### config.mk
export PLATFORM = sky130hd
export DESIGN_NAME = seq_mac_arbiter
export DESIGN_NICKNAME = d
export VERILOG_FILES = /design/src/rtl/seq_mac_arbiter.sv
export SDC_FILE = /design/constraint.sdc
export NUM_CORES = 1
export LEC_CHECK = 0
export CAP_MARGIN = 10
export CORE_AREA = 3 3 620 622
export CTS_BUF_LIST = sky130_fd_sc_hd__clkbuf_4 sky130_fd_sc_hd__clkbuf_8 sky130_fd_sc_hd__clkbuf_16
export DETAILED_ROUTE_END_ITERATION = 16
export DIE_AREA = 0 0 623 625
export GPL_TIMING_DRIVEN = 1
export PLACE_DENSITY = 0.36
export SLEW_MARGIN = 20
export SYNTH_ARGS = -nofsm -noshare
export SYNTH_HDL_FRONTEND = slang
export SYNTH_SLANG_ARGS = --single-unit
export TNS_END_PERCENT = 30
### constraint.sdc
create_clock -name clk_i -period 14.2 [get_ports clk_i]
set_input_delay 2.84 -clock clk_i [delete_from_list [all_inputs] [get_ports clk_i]]
set_output_delay 2.84 -clock clk_i [all_outputs]
set_load 0.05 [all_outputs]
### src/rtl/seq_mac_arbiter.sv
// Round-robin arbiter/sequencer sharing one seq_MAC engine among R requesters; SEQ_MAC_ARB_PERF_EN adds perf counters.
// Accept->issue and MAC result->response are 1 cycle each; a response is held until its owner takes it, blocking new accepts.
module seq_mac_arbiter #(
   parameter int R         = 4,
   parameter int M         = 2,
   parameter int N         = 2,
   parameter int K         = 2,
   parameter int MAX_WIDTH = 16,
   parameter int P         = 2,
   localparam int BW       = $clog2(MAX_WIDTH / P) + 1,
   localparam int AW       = M * K * MAX_WIDTH,
   localparam int BBW      = K * N * MAX_WIDTH,
   localparam int CW       = M * N * 32
) (
   input  logic              clk_i,
   input  logic              rst_ni,
`ifdef SEQ_MAC_ARB_PERF_EN
   output logic [31:0]       perf_jobs_o,
   output logic [31:0]       perf_busy_o,
`endif
   input  logic [R-1:0]      req_valid_i,
   output logic [R-1:0]      req_ready_o,
   input  logic [R*AW-1:0]   req_a_i,
   input  logic [R*BBW-1:0]  req_b_i,
   input  logic [R*CW-1:0]   req_c_i,
   input  logic [R*BW-1:0]   req_bsa_i,
   input  logic [R*BW-1:0]   req_bsb_i,
   output logic [R-1:0]      rsp_valid_o,
   input  logic [R-1:0]      rsp_ready_i,
   output logic [CW-1:0]     rsp_d_o,
   output logic              rsp_err_o,
   output logic              mac_valid_o,
   input  logic              mac_ready_i,
   output logic [AW-1:0]     mac_a_o,
   output logic [BBW-1:0]    mac_b_o,
   output logic [CW-1:0]     mac_c_o,
   output logic [BW-1:0]     mac_bsa_o,
   output logic [BW-1:0]     mac_bsb_o,
   input  logic              mac_valid_i,
   output logic              mac_ready_o,
   input  logic [CW-1:0]     mac_d_i
);

   localparam int PW = $clog2(R);
   localparam logic [BW-1:0] BS_MAX = BW'(MAX_WIDTH / P);

   typedef enum logic [1:0] {IDLE, ISSUE, WAIT, RESP} state_t;

   state_t         state, state_nxt;
   logic [PW-1:0]  ptr, owner, grant;
   logic [R-1:0]   rot;
   logic           found, legal, accept, rsp_done;
   logic [AW-1:0]  sel_a, a_q;
   logic [BBW-1:0] sel_b, b_q;
   logic [CW-1:0]  sel_c, c_q, d_q;
   logic [BW-1:0]  sel_bsa, sel_bsb, bsa_q, bsb_q;
   logic           err_q;

   // Rotate the request vector so that bit 0 is the requester at ptr; the lowest set bit wins.
   always_comb begin
      int off;
      off   = 0;
      rot   = R'({req_valid_i, req_valid_i} >> ptr);
      found = |req_valid_i;
      for (int j = R - 1; j >= 0; j--) begin
         if (rot[j]) off = j;
      end
      grant = PW'((int'(ptr) + off) % R);
   end

   always_comb begin
      sel_a   = '0;
      sel_b   = '0;
      sel_c   = '0;
      sel_bsa = '0;
      sel_bsb = '0;
      for (int r = 0; r < R; r++) begin
         if (grant == PW'(r)) begin
            sel_a   = req_a_i[r*AW +: AW];
            sel_b   = req_b_i[r*BBW +: BBW];
            sel_c   = req_c_i[r*CW +: CW];
            sel_bsa = req_bsa_i[r*BW +: BW];
            sel_bsb = req_bsb_i[r*BW +: BW];
         end
      end
   end

   assign legal    = (sel_bsa != '0) && (sel_bsa <= BS_MAX) &&
                     (sel_bsb != '0) && (sel_bsb <= BS_MAX);
   assign accept   = (state == IDLE) && found;
   assign rsp_done = (state == RESP) && rsp_ready_i[owner];

   always_ff @(posedge clk_i or negedge rst_ni) begin
      if (!rst_ni) state <= IDLE;
      else         state <= state_nxt;
   end

   always_comb begin
      state_nxt   = state;
      req_ready_o = '0;
      rsp_valid_o = '0;
      mac_valid_o = 1'b0;
      mac_ready_o = 1'b0;
      case (state)
         IDLE: begin
            for (int r = 0; r < R; r++) begin
               req_ready_o[r] = found && (grant == PW'(r));
            end
            if (found) state_nxt = legal ? ISSUE : RESP;
         end
         ISSUE: begin
            mac_valid_o = 1'b1;
            if (mac_ready_i) state_nxt = WAIT;
         end
         WAIT: begin
            mac_ready_o = 1'b1;
            if (mac_valid_i) state_nxt = RESP;
         end
         RESP: begin
            for (int r = 0; r < R; r++) begin
               rsp_valid_o[r] = (owner == PW'(r));
            end
            if (rsp_ready_i[owner]) state_nxt = IDLE;
         end
         default: state_nxt = IDLE;
      endcase
   end

   // An illegal job skips the MAC and returns its own accumulator init with the error flag.
   always_ff @(posedge clk_i or negedge rst_ni) begin
      if (!rst_ni) begin
         ptr   <= '0;
         owner <= '0;
         a_q   <= '0;
         b_q   <= '0;
         c_q   <= '0;
         bsa_q <= '0;
         bsb_q <= '0;
         d_q   <= '0;
         err_q <= 1'b0;
      end else begin
         if (accept) begin
            a_q   <= sel_a;
            b_q   <= sel_b;
            c_q   <= sel_c;
            bsa_q <= sel_bsa;
            bsb_q <= sel_bsb;
            owner <= grant;
            ptr   <= (grant == PW'(R - 1)) ? '0 : grant + 1'b1;
            if (!legal) begin
               err_q <= 1'b1;
               d_q   <= sel_c;
            end
         end
         if ((state == WAIT) && mac_valid_i) begin
            d_q   <= mac_d_i;
            err_q <= 1'b0;
         end
      end
   end

   assign mac_a_o   = a_q;
   assign mac_b_o   = b_q;
   assign mac_c_o   = c_q;
   assign mac_bsa_o = bsa_q;
   assign mac_bsb_o = bsb_q;
   assign rsp_d_o   = d_q;
   assign rsp_err_o = err_q;

`ifdef SEQ_MAC_ARB_PERF_EN
   always_ff @(posedge clk_i or negedge rst_ni) begin
      if (!rst_ni) begin
         perf_jobs_o <= '0;
         perf_busy_o <= '0;
      end else begin
         if (rsp_done && (perf_jobs_o != '1)) perf_jobs_o <= perf_jobs_o + 32'd1;
         if ((state != IDLE) && (perf_busy_o != '1)) perf_busy_o <= perf_busy_o + 32'd1;
      end
   end
`else
   // Job completion is otherwise only visible through the response handshake.
   logic unused_done;
   assign unused_done = rsp_done;
`endif

   ap_ready_onehot: assert property (@(posedge clk_i) disable iff (!rst_ni)
      $onehot0(req_ready_o));

   ap_issue_stable: assert property (@(posedge clk_i) disable iff (!rst_ni)
      (mac_valid_o && !mac_ready_i) |=> (mac_valid_o && $stable(mac_a_o) && $stable(mac_b_o) &&
                                         $stable(mac_c_o) && $stable(mac_bsa_o) && $stable(mac_bsb_o)));

endmodule

==> run_results.csv, run 1 <==
group,metric,value,unit
outcome,run_status,"finished, final reports clean",
cts,cts_tree,"done",
sta,worstMarginPinSlew,1.27,ns
yosys,synthesis.nets,3981,
yosys,synthesis.area,0.0242,mm²
global_routing,grt_pass1_wl,397,mm
floorplan,die_y,625,µm
cells_and_area,drive_above_1_share,0.0769,
floorplan,pin_count,1599,
global_routing,grt_max_degree,116,
yosys,ys_top_cells_by_area,"dfrtp_1, a221oi_1, nor2b_1",
floorplan,die_x,623,µm
floorplan,coreArea,0.379,mm²
sta,post-route-period-util,0.654,
sta,setup_viol,0,
sta,rsz0062_at_grt,"false",
floorplan,start_util,0.0640,
yosys,synthFlopType,"dfrtp_1",
cells_and_area,nFillCells,43400,
cells_and_area,area_growth,100,%
cts,cts_num_sinks,399,
cts,root_buffer,"clkbuf_16",
setup_path,slowest_stage,"clkdlybuf4s50_1",
global_routing,antenna_found_initial,279,
pwr,p_switching,9710,µW
setup_path,worstPathRequired,11.36,ns
setup_path,crit_arrival,6.45,ns
pwr,swShare,0.598,
global_routing,grt-ovfl-total,0,
pwr,ir_drop,449,µV
setup_path,cp_top_family,"buffers and inverters",
routing,dr_total_vias,31700,
hold_path,hold_class,"flop to flop",
cells_and_area,utilization,0.128,
pwr,powerDensity,335,mW/mm²
run,maxCapViolCount,0,
yosys,syn_inst,2776,
routing,dr.pass1.iters,5,
cts,clockBufferDepth,4,
setup_path,path_buf_inv,4,
sta,finClkSkew,0.0761,ns
cts,path_clk_slew,0.05,ns
routing,drc,0,
setup_path,crit_path_end_kind,"output pin",
yosys,synthDominantCellAreaShare,0.412,
yosys,yosysMostFrequentCell,"nand2_1",
pwr,p_comb_frac,0.750,
global_routing,grt-busiest-layer,"met2",
sta,fin_crit,9.29,ns
yosys,yosysTopAreaCell,"dfrtp_1",
cells_and_area,nets,5415,
routing,vias_per_cell,3.39,
setup_path,worst-path-stages,12,
cts,htree_num_levels,3,
setup_path,path_max_fanout,42,
sta,finalSetupTns,0,ns
yosys,syn_avg_cell_area,8.73,µm²
pwr,power.internal,6520,µW
cts,post_cts_buffers,0,
global_routing,track_usage,0.159,
routing,avgRoutedWirePerCell,34.6,µm
global_routing,met1_usage,0.170,
yosys,yosysWarnings,0,
yosys,ys_seq_elements,399,
yosys,async_flop_share,1.00,
global_routing,grt_pass1_vias,31900,
sta,hold_viol_final,0,
sta,holdWs,0.477,ns
setup_path,worst_setup_path_start_kind,"input pin",
pwr,power.clock.fraction,0.115,
cts,cts_buffers,71,
floorplan,row_count,226,
setup_path,r2r_cells,16,
routing,wirelength,323,mm
pwr,pwr-share-seq,0.135,
yosys,ys_types,40,
yosys,ys_seq_area_frac,0.412,
routing,ant_nets,0,
global_routing,globalRouteMet2Util,0.281,
sta,max_slew_margin,0.151,
hold_path,min_path_cells,2,
yosys,synth_edf_count,0,
sta,fmax,0.108,GHz
setup_path,worstPathCellList,"clkdlybuf4s50_1 -> inv_1 -> o21ai_0 -> a21boi_0 -> o22ai_1 -> o21a_1 -> ha_1 -> xnor2_1 -> inv_1 -> ha_4 -> and2_1 -> clkdlybuf4s50_1",
cts,post_cts_resized,0,
cts,ctsHoldBuffers,0,
placed_design,portBuffers,1598,
sta,report.final.slew_viol_count,0,
cts,worstSkewPairLatency,0.78,ns
routing,drtIter0Drc,2546,
placed_design,hpwl,278,mm
floorplan,die_area,0.389,mm²
yosys,synth_common_cells,"nand2_1, dfrtp_1, clkbuf_1, a21oi_1, nor2b_1",
global_routing,grt_util_met3,0.0661,
setup_path,max_stage_delay,0.81,ns
setup_path,worstSetupPathType,"input pin to output pin",
pwr,leakage,0.0163,µW
placed_design,gp_congestion,0.945,
[path summary, 6_finish.rpt]
check / startpoint / to / slack, ns
setup / recovery: req_valid_i[0] / req_ready_o[2] / 4.91
hold / removal: mac_a_o[51] / mac_a_o[51] / 0.48
setup reg to reg: ptr[1] / rsp_d_o[54] / 8.06
hold reg to reg: mac_a_o[51] / mac_a_o[51] / 0.48
max in group asynchronous: rst_ni / mac_c_o[42] / 9.98
min in group asynchronous: rst_ni / mac_b_o[6] / 2.16
[worst register-to-register path, stage by stage, from the launching register on]
cell and delay [ns]:
dfrtp_1 0.44, o21ai_0 0.19, a21boi_0 0.21, o22ai_1 0.11, o21a_1 0.19, ha_1 0.19
xnor2_1 0.43, inv_1 0.21, ha_4 0.37, buf_4 0.39, or2_0 0.35, a221o_1 0.34
a222oi_1 0.74, mux2_8 0.68, buf_4 0.79, nor3_1 0.19, o31ai_2 0.26
[cells in the final DEF (no fill, tap or decap), types with 116 or more instances in the layout]
master	n
a21oi_1	263
dfrtp_1	399
o311ai_0	116
nor2b_1	256
clkdlybuf4s50_1	1584
o21ai_0	133
o21a_1	129
nand2_1	410
a221oi_1	255
nor3_1	257
[routing by layer]
metal | up-vias | routed length, µm | share of wire
li1 | 13400 | - | -
met1 | 15900 | 117000 | 0.36
met2 | 1741 | 162000 | 0.50
met3 | 598 | 32300 | 0.10
met4 | 92 | 12000 | 0.037
met5 | - | 575 | 0.0018
[final cells by class]
class	count	area, µm²	area share
antenna	76	190	0.00392
clock buffer	97	2060	0.0424
clock inverter	19	302	0.00622
inverter	15	56.3	0.00116
multi-input combinational	2041	12900	0.267
sequential	399	9980	0.206
tap	5016	6280	0.129
timing repair buffer	1682	16700	0.344
[registers in the layout, indices dropped and copies added (netlist names)]
signal / cells
mac_c_o: 128
ptr: 2
rsp_err_o: 1
mac_b_o: 64
owner: 2
state: 2
mac_bsa_o: 4
mac_bsb_o: 4
mac_a_o: 64
rsp_d_o: 128
[per-stage QoR]
step / cell area [µm²] / cells / worst slack, ns / power (µW)
2_1_floorplan: 24200 / 2776 / 5.46 / 9100
3_3_place_gp: 45900 / 9149 / 4.73 / 14600
3_5_place_dp: 46000 / 9153 / 4.83 / 14600
4_1_cts: 48300 / 9269 / 4.85 / 16600
5_1_grt: 48500 / 9321 / 4.65 / 17200
6_report: 48500 / 9345 / 4.91 / 16200
[kinds of logic (layout without fill, tap and decap cells)]
family | after synthesis | count (layout) | share of synthesized area
AO/OA/AOI/OAI | 1062 | 1062 | 0.330
XOR/XNOR | 3 | 3 | 0.00108
adder cells (fa/ha/maj) | 9 | 9 | 0.00465
buffers and inverters | 336 | 1813 | 0.0588
flip-flops | 399 | 399 | 0.412
multiplexers | 4 | 4 | 0.00176
other | 0 | 76 | 0
AND/OR/NAND/NOR | 963 | 963 | 0.192
[power by group through the flow]
stage | combinational [µW] | clock [µW] | sequential (µW)
floorplan | 5150 | 0 | 3950
CTS | 12400 | 1960 | 2200
global placement | 12400 | 0 | 2200
finish | 12200 | 1860 | 2200
detailed placement | 12400 | 0 | 2200
global route | 13000 | 1980 | 2260
Note: power is estimated with default switching activity, not from simulation.
==> run 2: changes to the inputs <==
--- a/config.mk
+++ b/config.mk
@@ -6,12 +6,12 @@
 export NUM_CORES = 1
 export LEC_CHECK = 0
 export CAP_MARGIN = 10
-export CORE_AREA = 3 3 620 622
+export CORE_AREA = 3 3 626 628
 export CTS_BUF_LIST = sky130_fd_sc_hd__clkbuf_4 sky130_fd_sc_hd__clkbuf_8 sky130_fd_sc_hd__clkbuf_16
 export DETAILED_ROUTE_END_ITERATION = 16
-export DIE_AREA = 0 0 623 625
+export DIE_AREA = 0 0 629 631
 export GPL_TIMING_DRIVEN = 1
-export PLACE_DENSITY = 0.36
+export PLACE_DENSITY = 0.35
 export SLEW_MARGIN = 20
 export SYNTH_ARGS = -nofsm -noshare
 export SYNTH_HDL_FRONTEND = slang
==> constraint.sdc (replaced) <==
create_clock -name clk_i -period 8.7 [get_ports clk_i]
set_input_delay 1.74 -clock clk_i [delete_from_list [all_inputs] [get_ports clk_i]]
set_output_delay 1.74 -clock clk_i [all_outputs]
set_load 0.05 [all_outputs]
==> run_results.csv, run 2 (synthesis results as in run 1) <==
group,metric,value,unit
setup_path,worstPathCellList,"clkdlybuf4s50_1 -> inv_1 -> o21ai_0 -> a21boi_0 -> o22ai_1 -> o21a_1 -> ha_1 -> xnor2_1 -> inv_1 -> ha_4 -> and2_1 -> clkdlybuf4s50_1",
floorplan,pin_count,1599,
sta,max_slew_margin,0.108,
cts,path_clk_slew,0.05,ns
setup_path,worstSetupPathType,"input pin to output pin",
cts,cts_tree,"done",
floorplan,die_y,631,µm
cts,cts_buffers,75,
routing,drtIter0Drc,2478,
routing,dr.pass1.iters,6,
routing,dr_total_vias,31900,
cts,post_cts_resized,0,
sta,setup_viol,0,
global_routing,antenna_found_initial,268,
cells_and_area,area_growth,102,%
placed_design,place_ws,0.838,ns
pwr,powerDensity,552,mW/mm²
floorplan,coreArea,0.386,mm²
pwr,ir_drop,1140,µV
sta,finClkSkew,0.0692,ns
setup_path,crit_path_end_kind,"output pin",
run,maxCapViolCount,0,
setup_path,crit_arrival,5.70,ns
cells_and_area,nets,5433,
setup_path,max_stage_delay,0.88,ns
sta,rsz0062_at_grt,"false",
setup_path,worst_setup_path_start_kind,"input pin",
cells_and_area,final_common_cell,"clkdlybuf4s50_1",
pwr,p_total,27100,µW
sta,worstMarginPinSlew,1.33,ns
sta,post-route-period-util,0.855,
floorplan,die_area,0.397,mm²
placed_design,gp_congestion,0.946,
routing,wirelength,332,mm
cts,ctsHoldBuffers,0,
sta,report.final.slew_viol_count,0,
cells_and_area,utilization,0.127,
hold_path,min_to,"mac_a_o[59]",
floorplan,die_x,629,µm
setup_path,rr_endpoint,"rsp_d_o[17]",
cells_and_area,final_cell_mix,"clkdlybuf4s50_1, nand2_1, dfrtp_1, a21oi_1",
global_routing,grt_max_degree,183,
hold_path,min_path_cells,2,
cts,post_cts_buffers,0,
setup_path,worstPathRequired,6.96,ns
setup_path,cp_top_family,"buffers and inverters",
setup_path,path_buf_inv,4,
pwr,leakage,0.0165,µW
floorplan,row_count,228,
global_routing,track_usage,0.160,
hold_path,hold_class,"flop to flop",
cts,root_buffer,"clkbuf_16",
cts,worstSkewPairLatency,0.80,ns
sta,fin_crit,7.44,ns
routing,drc,0,
global_routing,grt_pass1_wl,407,mm
setup_path,path_max_fanout,42,
hold_path,hp-start,"mac_a_o[59]",
routing,vias_per_cell,3.35,
cts,cts_num_sinks,399,
routing,avgRoutedWirePerCell,34.8,µm
cells_and_area,drive_above_1_share,0.0857,
global_routing,grt_pass1_vias,32000,
sta,hold_viol_final,0,
setup_path,rrSetupSlack,2.70,ns
setup_path,r2r_cells,15,
cts,htree_num_levels,3,
setup_path,slowest_stage,"clkdlybuf4s50_1",
placed_design,portBuffers,1598,
sta,worst_slack,1.26,ns
routing,ant_nets,0,
setup_path,r2r_start,"ptr[1]",
outcome,run_status,"finished, final reports clean",
sta,finalSetupTns,0,ns
cts,clockBufferDepth,4,
global_routing,grt-ovfl-total,0,
floorplan,start_util,0.0628,
sta,fmax,0.134,GHz
placed_design,hpwl,284,mm
## run 2: worst reg2reg max path: stages (launching register included)
cell and delay [ns]:
dfrtp_1 0.47, nand2b_1 0.23, a21boi_0 0.20, o221ai_1 0.15
o21a_1 0.20, ha_1 0.22, xnor2_1 0.49, inv_1 0.24
ha_4 0.38, or2_0 0.54, a221o_1 0.35, a222oi_1 0.80
mux2_8 0.60, buf_4 0.65, nor3_1 0.26, o31ai_2 0.09
## run 2: worst max-delay path by stage
stage                           to           start  cells past startpoint  slack (ns)
finish              req_ready_o[2]  req_valid_i[0]                     12        1.26
floorplan           req_ready_o[3]  req_valid_i[0]                     15        2.16
detailed placement      rsp_d_o[6]  req_valid_i[0]                     17        0.84
CTS                 req_ready_o[2]  req_valid_i[0]                     12        1.21
global placement      rsp_d_o[117]  req_valid_i[0]                     17        0.84
global route        req_ready_o[2]  req_valid_i[0]                     12        1.04
## run 2: stage by stage
stage	hold WS, ns	instance area [µm²]	cells
finish	0.476	49100	9522
global route	0.498	49000	9493
CTS	0.481	48900	9455
detailed placement	0.469	46400	9326
global placement	0.463	46400	9323
floorplan	0.505	24200	2776
## run 2: report_power, final
part,total [µW],leakage (µW),internal [µW],switching [µW]
Clock,3170,0.00125,1930,1240
Sequential,3650,0.00477,2880,769
Combinational,20300,0.0105,6100,14200
## run 2: final cells by class
class	instances	area, µm²
Multi-Input combinational cell	2041	13000
Clock inverter	19	225
Sequential cell	399	9980
Fill cell	44100	337000
Tap cell	5175	6470
Inverter	15	56.3
Antenna cell	67	168
Timing Repair Buffer	1696	16900
Clock buffer	110	2290
## run 2: layer usage
layer,routed length [µm],vias to the layer above,share of wire,track usage
li1,-,13400,-,-
met1,118000,16000,0.36,0.167
met2,167000,1740,0.50,0.285
met3,33900,579,0.10,0.0705
met4,12100,106,0.036,0.0519
met5,665,-,0.0020,0
